## config.mk

```make
export PLATFORM = sky130hd
export DESIGN_NAME = if_stage
export DESIGN_NICKNAME = d
export VERILOG_FILES = /design/src/rtl/if_stage.sv
export SDC_FILE = /design/constraint.sdc
export NUM_CORES = 1
export LEC_CHECK = 0
export ABC_AREA = 1
export BUFFER_PORTS_ARGS = -buffer_cell sky130_fd_sc_hd__buf_2
export CORE_MARGIN = 4
export CORE_UTILIZATION = 45
export CTS_BUF_LIST = sky130_fd_sc_hd__clkbuf_16
export CTS_CLUSTER_DIAMETER = 50
export DETAILED_ROUTE_END_ITERATION = 8
export PLACE_DENSITY = 0.74
export SETUP_SLACK_MARGIN = 0.1
export SLEW_MARGIN = 0
export SYNTH_ARGS = -nofsm -noshare
export SYNTH_HDL_FRONTEND = slang
export SYNTH_SLANG_ARGS = --single-unit
```

## constraint.sdc

```tcl
create_clock -name clk -period 10.69 [get_ports clk]
set_input_delay 1.069 -clock clk [delete_from_list [all_inputs] [get_ports clk]]
set_output_delay 1.069 -clock clk [all_outputs]
set_load 0.05 [all_outputs]
```

## src/rtl/if_stage.sv

```systemverilog
`default_nettype none
// +--------------------------------------------------------------------------+
// | if_stage : PC, instruction fetch and IF/ID register with boot hold-off    |
// | Rev 1.0                                                                   |
// +--------------------------------------------------------------------------+
module if_stage #(
   parameter logic [31:0] RESET_PC    = 32'h0000_0000,
   parameter int          BOOT_CYCLES = 2,
   parameter logic [31:0] NOP_INST    = 32'h0000_0000
) (
   input  logic        clk,
   input  logic        rst,
   input  logic        stall,
   input  logic        redirect_en,
   input  logic [31:0] redirect_pc,
   output logic [31:0] inst_addr,
   input  logic [31:0] inst_data,
   output logic [31:0] ID_inst,
   output logic [31:0] ID_pc4,
   output logic        ID_valid,
   output logic [15:0] stall_count
);

   typedef enum logic [0:0] {
      ST_BOOT = 1'b0,
      ST_RUN  = 1'b1
   } state_t;

   localparam logic [31:0] C_ALIGN_MASK = 32'hFFFF_FFFC;
   localparam logic [31:0] C_PC_RST     = RESET_PC & C_ALIGN_MASK;
   localparam logic [3:0]  C_BOOT_LAST  = 4'(BOOT_CYCLES - 1);

   state_t      state_q;
   logic [3:0]  boot_cnt_q;
   logic [31:0] pc_q;
   logic [31:0] id_inst_q;
   logic [31:0] id_pc4_q;
   logic        id_valid_q;
   logic [15:0] stall_cnt_q;

   logic [31:0] pc_plus4_d;
   logic [31:0] redirect_pc_d;

   assign pc_plus4_d    = pc_q + 32'd4;
   assign redirect_pc_d = redirect_pc & C_ALIGN_MASK;

   always_ff @(posedge clk or posedge rst) begin
      if (rst) begin
         state_q     <= ST_BOOT;
         boot_cnt_q  <= 4'd0;
         pc_q        <= C_PC_RST;
         id_inst_q   <= NOP_INST;
         id_pc4_q    <= 32'd0;
         id_valid_q  <= 1'b0;
         stall_cnt_q <= 16'd0;
      end else begin
         case (state_q)
            ST_BOOT: begin
               boot_cnt_q <= boot_cnt_q + 4'd1;
               if (boot_cnt_q == C_BOOT_LAST) begin
                  state_q <= ST_RUN;
               end
            end
            ST_RUN: begin
               // Redirect beats stall: the ID occupant is wrong-path either way.
               if (redirect_en) begin
                  pc_q       <= redirect_pc_d;
                  id_inst_q  <= NOP_INST;
                  id_pc4_q   <= 32'd0;
                  id_valid_q <= 1'b0;
               end else if (stall) begin
                  if (stall_cnt_q != 16'hFFFF) begin
                     stall_cnt_q <= stall_cnt_q + 16'd1;
                  end
               end else begin
                  id_inst_q  <= inst_data;
                  id_pc4_q   <= pc_plus4_d;
                  id_valid_q <= 1'b1;
                  pc_q       <= pc_plus4_d;
               end
            end
            default: state_q <= ST_BOOT;
         endcase
      end
   end

   assign inst_addr   = pc_q;
   assign ID_inst     = id_inst_q;
   assign ID_pc4      = id_pc4_q;
   assign ID_valid    = id_valid_q;
   assign stall_count = stall_cnt_q;

endmodule
`default_nettype wire

```

==> qor.csv <==
metric;value;unit
ant_nets;0;
ys_seq_area_frac;0.512;
port_buffers;176;
tns;0;ps
switching_share;0.348;
synth_top_area_share;0.512;
p_leak;3.94;nW
vdd_drop_max;0.103;mV
drc;0;
reg2reg_to;inst_addr[22];
dpl-instance-area;6620;um^2
clock-sinks;115;
synth_edf_count;0;
grt_first_pass_wirelength;24400;um
p_seq_frac;0.386;
slew_violations;0;
ys.flop_type;dfrtp_1;
r2r_start;state_q;
ff2ff_setup_slack;8390;ps
grt_pass1_vias;4833;
clk_pin_slew;50;ps
ioPinCount;181;
status;finished clean;
n_antenna_cell;0;
finalWirelength;14800;um
nets;927;
worstSetupStartpointType;input port;
vias_per_cell;4.99;
synth_seq_cells;115;
rsz0062_at_grt;false;
place_congestion;0.920;
cts_tree;built;
endpoint_kind;flip-flop;
utilization;0.590;
finalSetupViolations;0;
required;10980;ps
core-area;12100;um^2
htreeDepth;4;
grtUsageTotal;0.213;
cts-root-buf;clkbuf_16;
synth_cell_types;35;
holdCritPathClass;reg2reg;
crit_path_max_fanout;94;
syn2layout_area_growth;27.1;%
final_cells;1034;
ff2ff_path_depth;5;
avgSynthCellArea;8.26;um^2
worst_slew_margin_rel;0.361;
dp_cells;1004;
critPathLaunch;redirect_en;
synthCells;681;
clockPowerShare;0.379;
post-route-min-period;2970;ps
cts_hold_buf;0;
num_rows;40;
hold_viol_final;0;
die_w;120;um
crit_type;in2reg;
clock_path_buffers;2;
cts-resized-gates;0;
p_comb_frac;0.234;
avgRoutedWirePerCell;14.3;um
cap_violations;0;
power_switching;0.000471;W
synth-warning-count;0;
drt_first_iter_violations;281;
dp_hpwl;10600;um
clk_latency;410;ps
cp.arrival;3260;ps
yosys-top-cells-area;dfrtp_1 51%, nand2_1 16%, a22o_1 5.0%, nor2_1 4.2%, nand3_1 4.1%;
design_area;7150;um^2
clock.fmax;337;MHz
cts_setup_buffers;0;
worst_pin_slew;958;ps
synth_area_leader_cell;dfrtp_1;
die_area;14400;um^2
vias;5159;
drive_gt1_frac;0.260;
antenna_found_initial;1;
cts_inserted_buffers;17;
syn_area;5630;um^2
p_int;0.000883;W
min_period_over_period;0.278;
critPathCapture;inst_addr[22];
grt_overflow_total;0;
fin_skew;6.68;ps
grt_max_degree;95;
detail_route.first_pass.iterations;5;
initial_core_util;0.464;
die_h;120;um
power_density;189;nW/um^2
synthArstFlopShare;1.00;
-- routing by layer --
metal | share of wire | GRT usage
met4 | 0.021 | 0.0816
met2 | 0.48 | 0.342
met1 | 0.44 | 0.279
met5 | 0.00088 | 0
met3 | 0.065 | 0.0547
-- cell usage after synthesis, types with 2 or more instances --
library cell and count:
or2_2 3, nand4_1 11, nand3_1 46, xnor2_1 4, buf_4 5, ha_1 4, o21ai_1 3, inv_1 54
buf_2 14, inv_2 7, clkbuf_1 3, a22o_1 32, buf_1 2, a31oi_1 5, o21bai_1 2, nor3_1 3
nand2_1 238, a21oi_1 6, nor2_4 2, dfrtp_1 115, xor2_1 9, nor2_1 63, o21ai_0 9, nor2_2 5
a22oi_1 25, nand3b_1 2
-- final cells by class --
cell class                      instances  area [um^2]
Fill cell                            1151         4960
Sequential cell                       115         2880
Multi-Input combinational cell        481         2400
Timing Repair Buffer                  179          903
Clock buffer                           17          425
Inverter                               61          231
Tap cell                              168          210
Clock inverter                         13          104
-- registers in the layout (all words and copies together), names as in the netlist --
signal	cells
ID_inst	32
ID_pc4	31
ID_valid	1
boot_cnt_q	4
inst_addr	30
stall_count	16
state_q	1
-- how the worst min path moves through the flow --
stage,to,cells past startpoint,startpoint,slack (ps)
floorplan,boot_cnt_q[3],2,boot_cnt_q[3],470
global placement,ID_pc4[31],2,ID_pc4[31],460
detailed placement,ID_pc4[24],2,ID_pc4[24],460
CTS,ID_pc4[27],2,ID_pc4[27],480
global route,ID_pc4[30],2,ID_pc4[30],490
finish,ID_pc4[12],2,ID_pc4[12],470
-- per-stage QoR --
stage                     power (W)  setup WS [ps]  hold slack [ps]
after CTS                   0.00137           7720              476
after global routing        0.00142           7490              494
after floorplan            0.000761           6580              470
final                       0.00135           7720              471
after detailed placement   0.000848           7300              461
after global placement     0.000844           7320              460
-- kinds of logic (layout without fill, tap and decap cells) --
| logic type | Yosys count | count (layout) | share of synthesized area |
|---|---|---|---|
| other | 1 | 2 | 0.000667 |
| adder cells (fa/ha/maj) | 4 | 4 | 0.00890 |
| XOR/XNOR | 13 | 13 | 0.0202 |
| AO/OA/AOI/OAI | 83 | 83 | 0.110 |
| buffers and inverters | 86 | 270 | 0.0652 |
| flip-flops | 115 | 115 | 0.512 |
| AND/OR/NAND/NOR | 379 | 379 | 0.283 |
-- power groups by stage --
stage               registers, W  clock network, W  logic [W]
detailed placement      0.000528                 0   0.000321
CTS                     0.000522          0.000524   0.000321
floorplan               0.000669                 0  0.0000921
global placement        0.000528                 0   0.000316
global route            0.000530          0.000546   0.000341
finish                  0.000523          0.000514   0.000317
-- critical path, cell delays in order --
cell     delay [ps]
buf_2           180
inv_2           170
nand2_1         140
nand2_4          90
buf_4           680
inv_1           480
nand4_1         260
nand2_1          70
-- cells in the final DEF (no fill, tap or decap), drive strengths merged --
cell type,instances
nand2,240
buf,179
dfrtp,115
nor2,70
inv,64
nand3,47
a22o,32
a22oi,25
clkbuf,17
o21ai,13
nand4,11
xor2,9
clkinv,8
a21oi,6
a31oi,5
nor3,5
xnor2,4
ha,4
or2,3
nand3b,2
o21bai,2
conb,2
bufinv,2
nor3b,1
(Power assumes the default switching activity.)
